===== src/rtl/bsg_arb_pkg.sv =====
// Shared arbiter types and sizing helpers.
package bsg_arb_pkg;

  localparam int age_width_gp  = 4;
  localparam int max_inputs_gp = 32;

  typedef logic [age_width_gp-1:0] age_t;

  function automatic int lg_f(input int n);
    return (n > 1) ? $clog2(n) : 1;
  endfunction

endpackage


===== src/rtl/bsg_age_arb_tracked_if.sv =====
// Request/grant bundle between requesters and the age-tracked arbiter.
interface bsg_age_arb_tracked_if #(
  parameter int inputs_p    = 4,
  parameter int age_width_p = 4
);
  localparam int lg_inputs_lp = bsg_arb_pkg::lg_f(inputs_p);

  logic [inputs_p-1:0]             reqs_i;
  logic                            ready_i;
  logic [inputs_p-1:0]             grants_o;
  logic                            grant_v_o;
  logic [lg_inputs_lp-1:0]         grant_id_o;
  logic [inputs_p*age_width_p-1:0] ages_o;

  modport slave (
    input  reqs_i, ready_i,
    output grants_o, grant_v_o, grant_id_o, ages_o
  );

  modport master (
    output reqs_i, ready_i,
    input  grants_o, grant_v_o, grant_id_o, ages_o
  );

endinterface


===== src/rtl/bsg_age_max_select.sv =====
// Combinational pick of the oldest requester; ties go to the first index after i_last.
// Zero latency; i_en low forces an empty grant.
module bsg_age_max_select
  import bsg_arb_pkg::*;
#(
  parameter int inputs_p    = 4,
  parameter int age_width_p = 4,
  localparam int lg_inputs_lp = lg_f(inputs_p)
) (
  input  logic [inputs_p-1:0]             i_reqs,
  input  logic                            i_en,
  input  logic [inputs_p*age_width_p-1:0] i_ages,
  input  logic [lg_inputs_lp-1:0]         i_last,
  output logic [inputs_p-1:0]             o_grants,
  output logic [lg_inputs_lp-1:0]         o_grant_id
);

  logic [age_width_p-1:0]  w_ages [inputs_p];
  logic [lg_inputs_lp:0]   w_dist [inputs_p];
  logic                    w_found;
  logic [age_width_p-1:0]  w_best_age;
  logic [lg_inputs_lp:0]   w_best_dist;

  for (genvar j = 0; j < inputs_p; j++) begin : g_unpack
    assign w_ages[j] = i_ages[j*age_width_p +: age_width_p];
  end

  // Circular distance from the slot just after the last winner; smaller wins a tie.
  always_comb begin
    for (int j = 0; j < inputs_p; j++) begin
      if (j > int'(i_last)) begin
        w_dist[j] = (lg_inputs_lp+1)'(j - int'(i_last) - 1);
      end else begin
        w_dist[j] = (lg_inputs_lp+1)'(j + inputs_p - int'(i_last) - 1);
      end
    end
  end

  always_comb begin
    o_grants    = '0;
    o_grant_id  = '0;
    w_found     = 1'b0;
    w_best_age  = '0;
    w_best_dist = '0;
    for (int j = 0; j < inputs_p; j++) begin
      if (i_en && i_reqs[j] &&
          (!w_found || (w_ages[j] > w_best_age) ||
           ((w_ages[j] == w_best_age) && (w_dist[j] < w_best_dist)))) begin
        w_found     = 1'b1;
        w_best_age  = w_ages[j];
        w_best_dist = w_dist[j];
        o_grants    = '0;
        o_grants[j] = 1'b1;
        o_grant_id  = lg_inputs_lp'(j);
      end
    end
  end

endmodule


===== src/rtl/bsg_age_arb_tracked.sv =====
// Age-based arbiter: grants the oldest waiting requester, round-robin on ties, zero-cycle grant.
// Ages saturate rather than wrap; ready_i low or reset suppresses all grants.
module bsg_age_arb_tracked
  import bsg_arb_pkg::*;
#(
  parameter int inputs_p    = 4,
  parameter int age_width_p = 4,
  localparam int lg_inputs_lp = lg_f(inputs_p)
) (
  input  logic                   clk_i,
  input  logic                   reset_i,
  bsg_age_arb_tracked_if.slave   arb_if
);

  logic [age_width_p-1:0]          r_age [inputs_p];
  logic [lg_inputs_lp-1:0]         r_last;
  logic [inputs_p*age_width_p-1:0] w_ages_flat;
  logic [inputs_p-1:0]             w_grants;
  logic [lg_inputs_lp-1:0]         w_grant_id;
  logic                            w_grant_v;
  logic                            w_en;

  assign w_en = arb_if.ready_i & ~reset_i;

  for (genvar i = 0; i < inputs_p; i++) begin : g_flat
    assign w_ages_flat[i*age_width_p +: age_width_p] = r_age[i];
  end

  bsg_age_max_select #(
    .inputs_p    (inputs_p),
    .age_width_p (age_width_p)
  ) u_sel (
    .i_reqs     (arb_if.reqs_i),
    .i_en       (w_en),
    .i_ages     (w_ages_flat),
    .i_last     (r_last),
    .o_grants   (w_grants),
    .o_grant_id (w_grant_id)
  );

  assign w_grant_v = |w_grants;

  // last starts at the top index so index 0 wins the first tie after reset.
  always_ff @(posedge clk_i) begin
    if (reset_i) begin
      for (int i = 0; i < inputs_p; i++) begin
        r_age[i] <= '0;
      end
      r_last <= lg_inputs_lp'(inputs_p - 1);
    end else begin
      for (int i = 0; i < inputs_p; i++) begin
        if (!arb_if.reqs_i[i] || w_grants[i]) begin
          r_age[i] <= '0;
        end else if (r_age[i] != {age_width_p{1'b1}}) begin
          r_age[i] <= r_age[i] + 1'b1;
        end
      end
      if (w_grant_v) begin
        r_last <= w_grant_id;
      end
    end
  end

  assign arb_if.grants_o   = w_grants;
  assign arb_if.grant_v_o  = w_grant_v;
  assign arb_if.grant_id_o = w_grant_id;
  assign arb_if.ages_o     = reset_i ? '0 : w_ages_flat;

  a_onehot: assert property (@(posedge clk_i) $onehot0(w_grants));
  a_id_match: assert property (@(posedge clk_i) !w_grant_v || w_grants[w_grant_id]);

endmodule


===== src/flat_wrapper.sv =====
// flat-port wrapper written by rule: the top's interface ports become plain ports
module bsg_age_arb_tracked_flat import bsg_arb_pkg::*;
#(
  parameter int inputs_p    = 4,
  parameter int age_width_p = 4,
  localparam int lg_inputs_lp = lg_f(inputs_p)
)
  (clk_i, reset_i, arb_if_reqs_i, arb_if_ready_i, arb_if_grants_o, arb_if_grant_v_o, arb_if_grant_id_o, arb_if_ages_o);
  bsg_age_arb_tracked_if #(.inputs_p(inputs_p), .age_width_p(age_width_p)) arb_if_i ();
  input  logic clk_i;
  input  logic reset_i;
  input wire logic [$bits(arb_if_i.reqs_i)-1:0] arb_if_reqs_i;
  input wire logic [$bits(arb_if_i.ready_i)-1:0] arb_if_ready_i;
  output wire logic [$bits(arb_if_i.grants_o)-1:0] arb_if_grants_o;
  output wire logic [$bits(arb_if_i.grant_v_o)-1:0] arb_if_grant_v_o;
  output wire logic [$bits(arb_if_i.grant_id_o)-1:0] arb_if_grant_id_o;
  output wire logic [$bits(arb_if_i.ages_o)-1:0] arb_if_ages_o;
  assign arb_if_i.reqs_i = arb_if_reqs_i;
  assign arb_if_i.ready_i = arb_if_ready_i;
  assign arb_if_grants_o = arb_if_i.grants_o;
  assign arb_if_grant_v_o = arb_if_i.grant_v_o;
  assign arb_if_grant_id_o = arb_if_i.grant_id_o;
  assign arb_if_ages_o = arb_if_i.ages_o;
  bsg_age_arb_tracked #(.inputs_p(inputs_p), .age_width_p(age_width_p)) u_core (.clk_i(clk_i), .reset_i(reset_i), .arb_if(arb_if_i));
endmodule

===== config.mk =====
export PLATFORM = sky130hd
export DESIGN_NAME = bsg_age_arb_tracked_flat
export DESIGN_NICKNAME = d
export VERILOG_FILES = /design/src/rtl/bsg_arb_pkg.sv /design/src/rtl/bsg_age_arb_tracked_if.sv /design/src/rtl/bsg_age_max_select.sv /design/src/rtl/bsg_age_arb_tracked.sv /design/src/flat_wrapper.sv
export SDC_FILE = /design/constraint.sdc
export NUM_CORES = 1
export LEC_CHECK = 0
export ABC_CLOCK_PERIOD_IN_PS = 9500
export CAP_MARGIN = 10
export CELL_PAD_IN_SITES_DETAIL_PLACEMENT = 1
export CELL_PAD_IN_SITES_GLOBAL_PLACEMENT = 1
export CORE_UTILIZATION = 41
export CTS_BUF_LIST = sky130_fd_sc_hd__clkbuf_8 sky130_fd_sc_hd__clkbuf_16
export DETAILED_ROUTE_END_ITERATION = 7
export PLACE_DENSITY = 0.91
export REMOVE_ABC_BUFFERS = 1
export SYNTH_ARGS = -nofsm -noshare
export SYNTH_HDL_FRONTEND = slang
export SYNTH_SLANG_ARGS = --single-unit

===== constraint.sdc =====
create_clock -name clk_i -period 9.5 [get_ports clk_i]
set_clock_uncertainty 0.1 [all_clocks]
set_input_delay 1.425 -clock clk_i [delete_from_list [all_inputs] [get_ports clk_i]]
set_output_delay 1.425 -clock clk_i [all_outputs]
set_load 0.1 [all_outputs]

==> results.py, run 1 <==
metrics = {
    "global_routing": {
        "antenna_found_initial": 0,
        "grt_pass1_wl_um": 9149,
        "grtUsageMet2_pct": 39.37,
        "busiest_layer": "met2",
        "grt-ovfl-total": 0,
        "grt_use_met3_pct": 3.235,
        "first_global_vias": 1898,
        "track_usage_pct": 23.13,
        "grt_max_degree": 20,
        "use_met1_pct": 30.15,
    },
    "drt": {
        "ant_nets": 0,
        "drt-total-wl_um": 5727,
        "drc_errors": 0,
        "wl_per_cell_um": 18.01,
        "avgViaCountPerCell": 5.994,
        "firstDrtPassIters": 4,
        "vias": 1906,
        "drt_iter0_markers": 70,
    },
    "power_and_ir_drop": {
        "leakagePower_nw": 1.079,
        "ir_drop_v": 0.00005699,
        "p_per_area_mw_per_mm2": 104.9,
        "total_power_mw": 0.2636,
    },
    "sta": {
        "fin_crit_ns": 9.102,
        "worst_pin_slew_ns": 0.9764,
        "finalCritPeriodShare_pct": 95.81,
        "rsz0062_at_grt": "no",
        "finalMaxSlewViolations": 0,
        "max_freq_mhz": 109.9,
        "hold_viol": 0,
        "fin_tns_setup_ns": 0,
        "slew_headroom_pct": 34.70,
        "fin_ws_ns": 0.3980,
        "setup_violations": 0,
    },
    "finish": {
        "antennaDiodeCount": 0,
        "area_delta_synth_final_pct": 26.85,
        "drive_above_1_share_pct": 16.92,
        "layout.nets": 298,
        "fin_cells": 318,
        "fill_cells": 533,
    },
    "floorplanning": {
        "core_area_mm2": 0.004504,
        "start_util_pct": 43.97,
        "die_w_um": 71.51,
        "rows": 24,
        "die_area_mm2": 0.005113,
        "io_pins": 30,
        "die_h_um": 71.51,
    },
    "synthesis": {
        "synth_edf_count": 16,
        "syn_area_per_cell_um2": 8.612,
        "synth_largest_area_cell": "edfxtp_1",
        "synth.most_common_cell": "ha_1",
        "netlist_top_cells_area": "edfxtp_1 24%, ha_1 15%, nor2b_1 5.1%",
        "seq_area_frac_synth_pct": 26.28,
        "ys.flop_type": "edfxtp_1",
        "syn_inst": 230,
        "synth_top_area_share_pct": 24.26,
        "synth-seq-cells": 18,
        "async_flop_share_pct": 0,
        "yosys-top-cells-count": "24 x ha_1, 21 x nand2_1, 20 x nor2_1",
        "ys_types": 54,
        "yosysWarnings": 0,
        "syn_area_mm2": 0.001981,
    },
    "placed_design": {
        "post-dp-hpwl_um": 4470,
        "dpl.cell_count": 313,
        "portBuffers": 29,
        "pre_cts_ws_ns": 0.1556,
        "place_congestion": 0.8922,
    },
    "critical_path": {
        "crit_arrival_ns": 7.58,
        "critical_path_peak_fanout": 11,
        "cp-start-kind": "input port",
        "cp.required_ns": 7.98,
        "critPathKind": "in2out",
        "endpoint_kind": "primary output",
    },
    "clock_tree": {
        "insertion_delay_ns": 0.27,
        "clock_path_buffers": 2,
        "cts_hold_buf": 0,
        "cts-htree-levels": 1,
        "cts.sinks": 18,
        "cts_root_buf": "clkbuf_8",
        "cts.clk_slew.worst_paths_ns": 0.07,
        "cts_buffers": 3,
        "tritoncts": "built",
    },
    "hold_path": {
        "hold_path.class": "reg2reg",
    },
    "flow_run": {
        "cap_viol_max_count": 0,
    },
    "run_status": {
        "status": "complete, no violations",
    },
}
area by class of cell:
type	instances	area [um^2]	share of cell area, %
Tap cell	52	65.06	2.590
Inverter	13	48.80	1.942
Timing Repair Buffer	39	440.4	17.53
Multi-Input combinational cell	192	1383	55.03
Sequential cell	18	520.5	20.72
Clock buffer	4	55.05	2.191
sequential cells by signal, indices dropped and copies added, names as in the netlist:
register       cells
u_core.r_age      16
u_core.r_last      2
critical path: stages:
cell,delay [ns]
clkdlybuf4s50_1,0.47
nor2b_1,0.16
and2_2,0.24
nand2_1,0.10
ha_1,0.33
a2111oi_4,0.40
or3_4,0.24
a21o_2,0.25
mux2_2,0.39
ha_1,0.30
and3_1,0.19
and3_1,0.17
o211ai_1,0.10
a211oi_2,0.35
nor2_1,0.13
buf_4,0.19
nand2_1,0.07
o21ai_0,0.10
ha_1,0.31
nand4_1,0.16
nand2_1,0.10
o311ai_0,0.11
o21ba_2,0.26
or4_4,0.61
nor2_1,0.21
buf_12,0.21
power breakdown:
group / internal (mW) / switching, mW
combinational: 0.0381 / 0.0661
sequential: 0.0880 / 0.00418
clock: 0.0370 / 0.0301
total: 0.163 / 0.100
cells in the final DEF (no fill, tap or decap), types with 7 or more instances in the layout:
cell type | synthesis | layout
a21oi_1 | 9 | 9
buf_12 | 0 | 7
buf_4 | 2 | 10
clkdlybuf4s50_1 | 0 | 20
edfxtp_1 | 16 | 16
ha_1 | 24 | 24
inv_1 | 13 | 13
nand2_1 | 21 | 21
nand3_1 | 10 | 10
nor2_1 | 20 | 19
nor2b_1 | 16 | 16
nor3_1 | 7 | 7
o21ai_0 | 14 | 14
logic make-up after synthesis:
kind of cell             after synthesis  share of synthesized area (%)
flip-flops                            18                          26.28
adder cells (fa/ha/maj)               24                          15.16
buffers and inverters                 20                          4.611
multiplexers                           6                          3.285
XOR/XNOR                               6                          3.032
AO/OA/AOI/OAI                         47                          17.50
AND/OR/NAND/NOR                      109                          30.13
final timing paths:
| path | from | end | slack (ns) | depth (start not counted) |
|---|---|---|---|---|
| setup / recovery | arb_if_reqs_i[0] | arb_if_grants_o[0] | 0.40 | 26 |
| hold / removal | u_core.r_age[2][0]$_SDFFCE_PN0P_ | u_core.r_age[2][0]$_SDFFCE_PN0P_ | 0.54 | 1 |
| setup reg to reg | u_core.r_last[0]$_SDFFE_PP1P_ | u_core.r_age[0][3]$_SDFFCE_PN0P_ | 2.81 | 24 |
| hold reg to reg | u_core.r_age[2][0]$_SDFFCE_PN0P_ | u_core.r_age[2][0]$_SDFFCE_PN0P_ | 0.54 | 1 |
through the flow:
| stage | util, % | cell area (um^2) | hold WS (ns) |
|---|---|---|---|
| after floorplan | - | 1938 | 0.4544 |
| after global placement | 53.97 | 2431 | 0.5122 |
| after detailed placement | 53.97 | 2431 | 0.5238 |
| after CTS | 55.19 | 2486 | 0.5342 |
| after global routing | 55.78 | 2512 | 0.5595 |
| final | 55.78 | 2512 | 0.5379 |
repair_timing:
action | CTS | global route
gates resized for setup | 0 | 6
hold endpoints to repair | 0 | 0
setup buffers | 0 | 1
setup endpoints to repair | 0 | 4
routing by layer:
layer	up-vias	wire length, um
met5	-	0
met4	0	79
met3	7	263
met2	51	2758
met1	933	2625
li1	915	-
No activity file was read; power rests on OpenSTA's default activity.
==> run 2: changes to the inputs <==
CAP_MARGIN = not set   (was 10)
SLEW_MARGIN = 15   (was not set)
==> results of run 2 <==
Final layout, timing and power as in run 1 (identical DEF).
